==> src/rtl/rr_ram_ctrl.sv <==
// Dual-slot allocate / dual-slot retire circular buffer controller driving an external RAM.
// Optional RR_RAM_CTRL_RETIRE_BYPASS_EN lets same-cycle retires free slots for allocation.
module rr_ram_ctrl #(
    parameter int unsigned WIDTH = 8,
    parameter int unsigned ADDR  = 4,
    parameter int unsigned DEPTH = 1 << ADDR
) (
    input  logic             clk,
    input  logic             reset,
    input  logic             flush_i,
    input  logic [1:0]       alloc_req_i,
    input  logic [WIDTH-1:0] alloc_data_0_i,
    input  logic [WIDTH-1:0] alloc_data_1_i,
    output logic [1:0]       alloc_gnt_o,
    output logic [ADDR-1:0]  alloc_tag_0_o,
    output logic [ADDR-1:0]  alloc_tag_1_o,
    input  logic [1:0]       retire_req_i,
    output logic [1:0]       retire_gnt_o,
    output logic [1:0]       retire_vld_o,
    output logic [WIDTH-1:0] retire_data_0_o,
    output logic [WIDTH-1:0] retire_data_1_o,
    input  logic             lkp_en_i,
    input  logic [ADDR-1:0]  lkp_addr_i,
    output logic [WIDTH-1:0] lkp_data_o,
    output logic [ADDR:0]    count_o,
    output logic             full_o,
    output logic             empty_o,
    output logic             ram_wr_en_0_o,
    output logic             ram_wr_en_1_o,
    output logic [ADDR-1:0]  ram_addr_in_0_o,
    output logic [ADDR-1:0]  ram_addr_in_1_o,
    output logic [WIDTH-1:0] ram_data_in_0_o,
    output logic [WIDTH-1:0] ram_data_in_1_o,
    output logic [ADDR-1:0]  ram_addr_out_0_o,
    output logic [ADDR-1:0]  ram_addr_out_1_o,
    output logic [ADDR-1:0]  ram_addr_out_2_o,
    output logic             ram_o_en_0_o,
    output logic             ram_o_en_1_o,
    output logic             ram_o_en_2_o,
    input  logic [WIDTH-1:0] ram_data_out_0_i,
    input  logic [WIDTH-1:0] ram_data_out_1_i,
    input  logic [WIDTH-1:0] ram_data_out_2_i
);

    logic [ADDR-1:0] head_q, head_d;
    logic [ADDR-1:0] tail_q, tail_d;
    logic [ADDR:0]   count_q, count_d;
    logic [ADDR+1:0] free;
    logic [1:0]      alloc_cnt, retire_cnt;

    // Pointer advance with wrap modulo DEPTH (also correct for non-power-of-two DEPTH).
    function automatic logic [ADDR-1:0] ptr_add(input logic [ADDR-1:0] p, input logic [1:0] n);
        logic [ADDR+1:0] s;
        s = {2'b00, p} + {{ADDR{1'b0}}, n};
        if (s >= (ADDR+2)'(DEPTH)) s = s - (ADDR+2)'(DEPTH);
        return s[ADDR-1:0];
    endfunction

    always_comb begin
        retire_vld_o    = {count_q >= (ADDR+1)'(2), count_q != '0};
        retire_gnt_o    = '0;
        retire_gnt_o[0] = reset && retire_req_i[0] && retire_vld_o[0] && !flush_i;
        retire_gnt_o[1] = retire_req_i[1] && retire_gnt_o[0] && retire_vld_o[1];
        retire_cnt      = {1'b0, retire_gnt_o[0]} + {1'b0, retire_gnt_o[1]};

`ifdef RR_RAM_CTRL_RETIRE_BYPASS_EN
        free = (ADDR+2)'(DEPTH) - {1'b0, count_q} + {{ADDR{1'b0}}, retire_cnt};
`else
        free = (ADDR+2)'(DEPTH) - {1'b0, count_q};
`endif

        // Grants are gated by reset so nothing is written while the block is held in reset.
        alloc_gnt_o    = '0;
        alloc_gnt_o[0] = reset && alloc_req_i[0] && (free >= (ADDR+2)'(1)) && !flush_i;
        alloc_gnt_o[1] = alloc_req_i[1] && alloc_gnt_o[0] && (free >= (ADDR+2)'(2));
        alloc_cnt      = {1'b0, alloc_gnt_o[0]} + {1'b0, alloc_gnt_o[1]};

        if (flush_i) begin
            head_d  = '0;
            tail_d  = '0;
            count_d = '0;
        end else begin
            head_d  = ptr_add(head_q, retire_cnt);
            tail_d  = ptr_add(tail_q, alloc_cnt);
            count_d = count_q + (ADDR+1)'(alloc_cnt) - (ADDR+1)'(retire_cnt);
        end
    end

    always_ff @(posedge clk or negedge reset) begin
        if (!reset) begin
            head_q  <= '0;
            tail_q  <= '0;
            count_q <= '0;
        end else begin
            head_q  <= head_d;
            tail_q  <= tail_d;
            count_q <= count_d;
        end
    end

    assign alloc_tag_0_o    = tail_q;
    assign alloc_tag_1_o    = ptr_add(tail_q, 2'd1);

    assign ram_wr_en_0_o    = alloc_gnt_o[0];
    assign ram_wr_en_1_o    = alloc_gnt_o[1];
    assign ram_addr_in_0_o  = alloc_tag_0_o;
    assign ram_addr_in_1_o  = alloc_tag_1_o;
    assign ram_data_in_0_o  = alloc_data_0_i;
    assign ram_data_in_1_o  = alloc_data_1_i;

    assign ram_addr_out_0_o = head_q;
    assign ram_addr_out_1_o = ptr_add(head_q, 2'd1);
    assign ram_o_en_0_o     = retire_vld_o[0];
    assign ram_o_en_1_o     = retire_vld_o[1];
    assign retire_data_0_o  = ram_data_out_0_i;
    assign retire_data_1_o  = ram_data_out_1_i;

    assign ram_addr_out_2_o = lkp_addr_i;
    assign ram_o_en_2_o     = lkp_en_i;
    assign lkp_data_o       = ram_data_out_2_i;

    assign count_o          = count_q;
    assign full_o           = (count_q == (ADDR+1)'(DEPTH));
    assign empty_o          = (count_q == '0);

endmodule

==> config.mk <==
export PLATFORM = sky130hd
export DESIGN_NAME = rr_ram_ctrl
export DESIGN_NICKNAME = d
export VERILOG_FILES = /design/src/rtl/rr_ram_ctrl.sv
export SDC_FILE = /design/constraint.sdc
export NUM_CORES = 1
export LEC_CHECK = 0
export ABC_CLOCK_PERIOD_IN_PS = 4300
export CAP_MARGIN = 30
export CORE_UTILIZATION = 32
export CTS_BUF_LIST = sky130_fd_sc_hd__clkbuf_4 sky130_fd_sc_hd__clkbuf_8 sky130_fd_sc_hd__clkbuf_16
export DETAILED_ROUTE_END_ITERATION = 8
export PLACE_DENSITY = 0.83
export SKIP_LAST_GASP = 1
export SYNTH_ARGS = -nofsm -noshare
export SYNTH_HDL_FRONTEND = slang
export SYNTH_SLANG_ARGS = --single-unit
==> constraint.sdc <==
create_clock -name clk -period 4.3 [get_ports clk]
set_clock_uncertainty 0.15 [all_clocks]
set_input_delay 0.86 -clock clk [delete_from_list [all_inputs] [get_ports clk]]
set_output_delay 0.86 -clock clk [all_outputs]
set_load 0.01 [all_outputs]
Word level (Yosys, flattened, before mapping)

Index checks and enable logic that the tools add are counted.

Bits in registers: 13
Output and inout port bits: 86

Add/sub/neg operators: 13
Magnitude comparators: 7
Equality and inequality tests: 1
Muxes and demuxes: 7
Reductions and logical operators: 13

Operators by type and width:

| operator              | number |
|---|---|
| $mux W4               | 6 |
| $ge A5 B5 Y1 const B  | 4 |
| $sub A4 B1 Y4 const B | 4 |
| $add A4 B1 Y5 const B | 2 |
| $add A4 B2 Y5         | 2 |
| $logic_and A1 B1 Y1   | 10 |
| $ge A6 B1 Y1 const B  | 1 |
| $ge A6 B2 Y1 const B  | 1 |
| $sub A5 B5 Y6 const A | 1 |
| $add A5 B2 Y5         | 1 |
| $eq A5 B5 Y1 const B  | 1 |
| $ge A5 B2 Y1 const B  | 1 |
| $logic_not A5 Y1      | 1 |
| $mux W5               | 1 |
| $reduce_bool A5 Y1    | 1 |
| $sub A5 B2 Y5         | 1 |
| $add A1 B1 Y2         | 2 |
| $logic_not A1 Y1      | 1 |

Longest topological paths before layout

Gate-level depths: netlist of run 1.

Depth in word-level cells: 11
Mapped depth: 18

Least setup slack after synthesis of run 1

Ideal clock, no wire load.

Path kind: reg-to-reg
Start: reg count_q[1], in the netlist count_o[1]
End: reg count_q[4], in the netlist count_o[4]
Library setup time: 136 ps
Arrival: 3602 ps
Path slack: 412 ps
Cell stages (with the launch flop): 16
Cell sequence: dfrtp_1 > inv_1 > ha_1 > and2_1 > ha_1 > o211ai_1 > a31oi_2 > a211oi_1 > ha_1 > inv_1 > fa_1 > fa_1 > nand2b_1 > a21oi_1 > or3_1 > a21oi_1

Word-level cells in the longest chain between the ends: 10
Elaborated cells between the ends (all ways): 18
Those cells by class: add/sub: 5; order compare: 3; mux: 1; reduce/logical: 9

RTL lines:

| item                              | RTL line | source |
|---|---|---|
| start: declaration                | 47       | `logic [ADDR:0] count_q, count_d;` |
| start signal: assignment          | 97       | `count_q <= count_d;` |
| $sub A5 B5 Y6 *                   | 69       | `free = (ADDR+2)'(DEPTH) - {1'b0, count_q};` |
| $ge A6 B1 Y1                      | 74       | `alloc_gnt_o[0] = reset && alloc_req_i[0] && (free >= (ADDR+2)'(1)) && !flush_i;` |
| $logic_and A1 B1 Y1 (2 in series) | 74       |  |
| $logic_and A1 B1 Y1               | 75       | `alloc_gnt_o[1] = alloc_req_i[1] && alloc_gnt_o[0] && (free >= (ADDR+2)'(2));` |
| $logic_and A1 B1 Y1 *             | 75       |  |
| via ram_wr_en_1_o                 | 29       | `output logic ram_wr_en_1_o,` |
| $add A1 B1 Y2 *                   | 76       | `alloc_cnt = {1'b0, alloc_gnt_o[0]} + {1'b0, alloc_gnt_o[1]};` |
| $add A5 B2 Y5 *                   | 85       | `count_d = count_q + (ADDR+1)'(alloc_cnt) - (ADDR+1)'(retire_cnt);` |
| $sub A5 B2 Y5 *                   | 85       |  |
| $mux W5 *                         | 78       | `if (flush_i) begin` |
| via count_d[4]                    | 47       |  |

The timed path passes the listed nets; every way through them passes the cells marked *.

Worst setup path after layout of run 1

Start: reg count_q[0], in the netlist count_o[0]
End: reg count_q[4], in the netlist count_o[4]

Word-level cells in the longest chain between the ends: 10
Elaborated cells between the ends (all ways): 18
Those cells by class: add/sub: 5; order compare: 3; mux: 1; reduce/logical: 9

RTL lines:

| item                              | RTL line |
|---|---|
| $sub A5 B5 Y6                     | 69 |
| $ge A6 B1 Y1                      | 74 |
| $logic_and A1 B1 Y1 (2 in series) | 74 |
| $logic_and A1 B1 Y1 (2 in series) | 75 |
| $add A1 B1 Y2                     | 76 |
| $add A5 B2 Y5                     | 85 |
| $sub A5 B2 Y5 *                   | 85 |
| $mux W5 *                         | 78 |
| via count_d[4]                    | 47 |

Marked as above.

==> results of run 1 <==
-- tightest hold or removal path, stage by stage (launching register included) --
cell and delay (ps):
dfrtp_1 400, xnor2_1 140, nor2_1 40
-- metal layers --
layer / GRT usage / vias up
met2: 0.188 / 59
met3: 0.0478 / 11
met1: 0.127 / 449
li1: - / 470
met5: 0 / -
met4: 0.0600 / 0
-- final cells by class --
| class | instances | area (µm²) |
|---|---|---|
| fill | 436 | 2760 |
| multi-input combinational | 78 | 713 |
| timing repair buffer | 51 | 500 |
| sequential | 13 | 325 |
| inverter | 18 | 67.6 |
| tap | 52 | 65.1 |
| clock buffer | 3 | 41.3 |
| clock inverter | 1 | 5.00 |
-- sequential cells by signal, indices dropped and copies added, names as in the netlist --
| register | cells |
|---|---|
| alloc_tag_0_o | 4 |
| count_o | 5 |
| ram_addr_out_0_o | 4 |
-- Yosys cell counts --
cell	count
nand3b_1	1
nand3_1	2
and2_1	1
a21oi_1	5
nand2b_1	1
nor2_1	7
a31oi_1	1
o211ai_1	3
a31oi_2	1
nor2b_1	7
a21o_1	2
a211oi_1	1
and3_1	1
nand2_1	1
nor4b_2	1
o21ai_0	2
o2bb2ai_1	1
ha_1	23
clkinv_1	1
and4bb_2	1
fa_1	4
xnor2_1	7
dfrtp_1	13
buf_4	57
xor2_1	3
inv_1	17
or3_1	1
nand4_1	1
clkbuf_1	1
-- cell families after synthesis --
family	after synthesis	share of synthesized area
AOI/OAI and AO/OA	16	0.0700
xor gates and xnor gates	10	0.0570
buffers and inverters	76	0.325
adders and majority gates	27	0.239
and+or+nand+nor	25	0.0977
DFF	13	0.212
-- through the flow --
| stage | hold WS [ps] | cell area [µm²] | util | total power [mW] |
|---|---|---|---|---|
| 2_1_floorplan | 414 | 1540 | - | 0.591 |
| 3_3_place_gp | 450 | 1670 | 0.374 | 0.762 |
| 3_5_place_dp | 453 | 1670 | 0.374 | 0.779 |
| 4_1_cts | 471 | 1720 | 0.384 | 0.894 |
| 5_1_grt | 514 | 1720 | 0.384 | 0.966 |
| 6_report | 465 | 1720 | 0.384 | 0.885 |
-- final timing paths --
check,from,to,depth (start not counted)
worst max register to register,count_o[0],count_o[4],15
max in group asynchronous,reset,ram_addr_out_0_o[0],2
worst min-delay path,ram_addr_out_0_o[3],ram_addr_out_0_o[3],2
min in group asynchronous,reset,count_o[1],2
worst max-delay path,count_o[0],count_o[4],15
worst min register to register,ram_addr_out_0_o[3],ram_addr_out_0_o[3],2
-- power breakdown --
part | switching (mW) | internal (mW) | leakage (nW) | total [mW]
Sequential | 0.0425 | 0.147 | 0.177 | 0.189
Combinational | 0.275 | 0.312 | 0.587 | 0.588
Clock | 0.0439 | 0.0640 | 0.0255 | 0.108
Total | 0.362 | 0.523 | 0.789 | 0.885
==> flow_summary_export.csv, run 1 <==
group,metric,value,unit
timing,period_minus_slack,3980,ps
floorplanning,die_x,71.3,µm
yosys,ys_seq_area_frac,0.212,
critical_path,arrival,3990,ps
placed_design,place.gp.congestion,0.759,
clock_tree,path_clk_slew,60,ps
global_routing,grt_pass1_vias,997,
floorplanning,fp.coreArea,4470,µm²
clock_tree,clockBufferDepth,2,
yosys,ys_types,29,
yosys,syn-cell-area,1540,µm²
yosys,synth_seq_cells,13,
critical_path,path_cells,"inv_1 -> ha_1 -> and2_1 -> ha_1 -> o211ai_1 -> a31oi_2 -> a211oi_1 -> ha_1 -> inv_1 -> fa_1 -> fa_1 -> nand2b_1 -> a21oi_1 -> o21ai_0 -> a21oi_1",
cells_and_area,drive_gt1_frac,0.0671,
clock_tree,clk_latency,240,ps
timing,slew_headroom,0.762,
cells_and_area,final_common_cell,"clkdlybuf4s50_1",
clock_tree,hold_buffers,0,
placed_design,dp_slack,269,ps
timing,finalHoldViolCount,0,
yosys,synth_nets,246,
cells_and_area,area_delta_synth_final,11.7,%
power_and_ir_drop,ir_worst_vdd,0.158,mV
drt,ant_nets,0,
cells_and_area,nets,244,
yosys,yosys-top-cells-area,"buf_4, dfrtp_1, ha_1, fa_1, inv_1",
clock_tree,cts_buffers,3,
timing,finalSetupViolCount,0,
global_routing,antenna_found_initial,0,
critical_path,crit_path_start_kind,"flop",
clock_tree,cts_num_sinks,13,
critical_path,path_max_fanout,6,
critical_path,critical-path-top-delay-family,"adder cells",
clock_tree,ctsResizeCount,0,
floorplanning,die_h,71.3,µm
floorplanning,rows,24,
drt,drc,9,
min_path,min_path_type,"flop to flop",
floorplanning,io_pins,138,
power_and_ir_drop,cellLeakagePower,0.789,nW
status,violations,"DRC",
drt,dr_wl_met3,262,µm
yosys,syn_area_per_cell,9.21,µm²
critical_path,r2r_setup_slack,320,ps
clock_tree,cts_tree,"built",
drt,topRoutingLayerUsed,"met4",
yosys,synthCells,167,
yosys,yosysTopAreaCellShare,0.278,
drt,drt-total-wl,2830,µm
drt,routedLengthMet1,1150,µm
global_routing,overflow,0,
drt,drt-initial-drc-count,37,
cells_and_area,n_antenna_cell,0,
timing,fin_crit_sh,0.926,
critical_path,end_kind,"flop",
global_routing,grt_max_degree,10,
critical_path,max_stage_delay,490,ps
clock_tree,cts_max_level,1,
drt,drt_pass1_iterations,8,
power_and_ir_drop,p_per_area,515,nW/µm²
drt,via_count,989,
drt,dr_wl_met2,1320,µm
status,status,"finished, violations left",
critical_path,critPathSlowestCell,"dfrtp_1",
floorplanning,dieArea,5090,µm²
clock_tree,cts_setup_buffers,0,
timing,tns,0,ps
timing,final_max_slew_viol_count,0,
timing,worst_pin_slew,355,ps
global_routing,grt_usage,0.115,
critical_path,crit_top_cell,"ha_1",
placed_design,place_hpwl,2330,µm
drt,vias_per_cell,4.58,
critical_path,crit_buf_inv,2,
floorplanning,start_util,0.344,
yosys,ys_warn_count,0,
placed_design,placedCellCount,212,
critical_path,path_class,"flop to flop",
global_routing,grt_pass1_wl,4570,µm
timing,rsz0062_at_grt,"no",
cells_and_area,fin_cells,216,
flow_run,maxCapViolations,0,
critical_path,crit_required,4310,ps
placed_design,portBuffers,47,
yosys,synth.largest_area_cell,"buf_4",
timing,setup_ws,320,ps
timing,max_freq,251,MHz
clock_tree,cts_root_buf,"clkbuf_8",
cells_and_area,final_cell_mix,"clkdlybuf4s50_1, ha_1, inv_1",
drt,wl_per_cell,13.1,µm
(Power assumes the default switching activity.)
==> run 2: changes to the inputs <==
--- a/config.mk
+++ b/config.mk
@@ -8,4 +8,5 @@
 export ABC_CLOCK_PERIOD_IN_PS = 4300
 export CAP_MARGIN = 30
+export CORE_MARGIN = 2
 export CORE_UTILIZATION = 32
 export CTS_BUF_LIST = sky130_fd_sc_hd__clkbuf_4 sky130_fd_sc_hd__clkbuf_8 sky130_fd_sc_hd__clkbuf_16
==> constraint.sdc (replaced) <==
create_clock -name clk -period 4.3 [get_ports clk]
set_clock_uncertainty 0.15 [all_clocks]
set_input_delay 0.645 -clock clk [delete_from_list [all_inputs] [get_ports clk]]
set_output_delay 0.645 -clock clk [all_outputs]
set_load 0.01 [all_outputs]
==> run 2 against run 1 <==
  * The flow now finishes without violations
  * Clock-buffer cell count increased by 1
  * Global-route usage fell by 0.21 points
  * Non-clock buffer count unchanged
  * Critical path depth unchanged
  * Maximum frequency grew 2.4%
  * Sequential power shrank 4%
  * Core utilization shrank 1.7 points
  * Die area increased by 5.7%
  * Wire length rose by 5.1%
==> flow_summary_export.csv, run 2 (synthesized netlist as in run 1, its figures left out) <==
group,metric,value,unit
cells_and_area,nets,244,
clock_tree,cts_max_level,1,
global_routing,use_met1,0.135,
placed_design,portBuffers,47,
clock_tree,cts_setup_buffers,0,
global_routing,overflow,0,
power_and_ir_drop,cellLeakagePower,0.790,nW
placed_design,placedCellCount,214,
floorplanning,dieArea,5380,µm²
placed_design,place_hpwl,2420,µm
critical_path,arrival,3860,ps
timing,tns,0,ps
placed_design,place.gp.congestion,0.786,
timing,worst_pin_slew,372,ps
critical_path,crit_path_start_kind,"flop",
clock_tree,hold_buffers,0,
drt,wl_per_cell,13.6,µm
clock_tree,cts_num_sinks,13,
cells_and_area,drive_gt1_frac,0.0671,
clock_tree,clockBufferDepth,2,
critical_path,critPathSlowestCell,"fa_1",
critical_path,end_kind,"flop",
cells_and_area,area_delta_synth_final,12.0,%
global_routing,grt_pass1_wl,4640,µm
timing,rsz0062_at_grt,"no",
drt,via_count,1023,
cells_and_area,num-fill-cells,455,
drt,drt-total-wl,2970,µm
power_and_ir_drop,ir_worst_vdd,0.142,mV
global_routing,use_met3,0.0247,
floorplanning,io_pins,138,
min_path,min_path_type,"flop to flop",
clock_tree,cts_root_buf,"clkbuf_8",
timing,slew_headroom,0.750,
critical_path,path_class,"flop to flop",
floorplanning,start_util,0.328,
clock_tree,cts_buffers,3,
floorplanning,rows,25,
clock_tree,cts_tree,"built",
timing,fin_crit_sh,0.904,
timing,finalSetupViolCount,0,
cells_and_area,fin_cells,218,
power_and_ir_drop,p_per_area,524,nW/µm²
drt,drt_pass1_iterations,4,
timing,max_freq,257,MHz
cells_and_area,n_antenna_cell,0,
drt,ant_nets,0,
critical_path,max_stage_delay,490,ps
global_routing,grt_max_degree,15,
floorplanning,die_x,73.3,µm
critical_path,crit_top_cell,"ha_1",
global_routing,grt_pass1_vias,1021,
timing,final_max_slew_viol_count,0,
cells_and_area,final_cell_mix,"clkdlybuf4s50_1, ha_1, inv_1",
critical_path,path_cells,"inv_1 -> ha_1 -> and2_1 -> ha_1 -> o211ai_1 -> a31oi_2 -> a211oi_1 -> ha_1 -> inv_1 -> fa_1 -> fa_1 -> nand2b_1 -> a21oi_1 -> or3_1 -> a21oi_1",
global_routing,busiest_layer,"met2",
clock_tree,clk_latency,240,ps
critical_path,path_max_fanout,7,
clock_tree,ctsResizeCount,0,
floorplanning,fp.coreArea,4690,µm²
critical_path,crit_required,4280,ps
status,status,"finished, final reports clean",
floorplanning,die_h,73.3,µm
timing,period_minus_slack,3890,ps
clock_tree,path_clk_slew,60,ps
cells_and_area,final_common_cell,"clkdlybuf4s50_1",
drt,drt-initial-drc-count,48,
global_routing,grt_usage,0.113,
flow_run,maxCapViolations,0,
cells_and_area,largest_reg_flops,5,
timing,finalHoldViolCount,0,
global_routing,antenna_found_initial,0,
drt,drc,0,
drt,vias_per_cell,4.69,
global_routing,grtUsageMet2,0.186,
-- run 2: cell types whose count changed in the layout (fill, tap and decap cells not counted), sizes merged --
cell    change
clkbuf      +1
clkinv      -1
-- run 2: layer usage --
layer	vias to the layer above	share of wire	wire (µm)
li1	473	-	-
met2	52	0.49	1450
met1	490	0.39	1170
met4	0	0.025	73
met5	-	0	0
met3	8	0.093	275
-- run 2: worst paths after layout --
path	endpoint	startpoint	depth (start not counted)	slack [ps]
setup / recovery	count_o[4]	count_o[1]	15	410
hold / removal	ram_addr_out_0_o[3]	ram_addr_out_0_o[3]	2	450
setup reg to reg	count_o[4]	count_o[1]	15	410
hold reg to reg	ram_addr_out_0_o[3]	ram_addr_out_0_o[3]	2	450
max in group asynchronous	ram_addr_out_0_o[0]	reset	2	3260
min in group asynchronous	count_o[0]	reset	2	590
-- run 2: per-stage QoR --
step / hold slack [ps] / power, mW / util / setup slack, ps / cell area [µm²]
CTS: 454 / 0.915 / 0.367 / 382 / 1720
global placement: 441 / 0.767 / 0.357 / 516 / 1670
detailed placement: 441 / 0.791 / 0.357 / 412 / 1670
finish: 447 / 0.904 / 0.367 / 414 / 1720
global route: 477 / 0.993 / 0.367 / 0.810 / 1720
floorplan: 199 / 0.591 / - / 412 / 1540
-- run 2: critical path: cells and delay by family (launching register included) --
kind                       cells  cell delay (ps)
buffers and inverters          2              230
adders and majority gates      5             1750
and+or+nand+nor                3              450
DFF                            1              470
AOI/OAI and AO/OA              5              720
-- run 2: area by class of cell --
type                            instances  area (µm²)  area share
Tap cell                               54        67.6      0.0392
Inverter                               18        67.6      0.0392
Clock buffer                            4        48.8      0.0283
Multi-Input combinational cell         78         713       0.414
Timing Repair Buffer                   51         500       0.290
Sequential cell                        13         325       0.189
-- run 2: where the power goes --
group	switching, mW	internal, mW	leakage, nW
clock	0.0444	0.0718	0.0262
combinational	0.284	0.321	0.587
sequential	0.0356	0.147	0.177
total	0.364	0.540	0.790
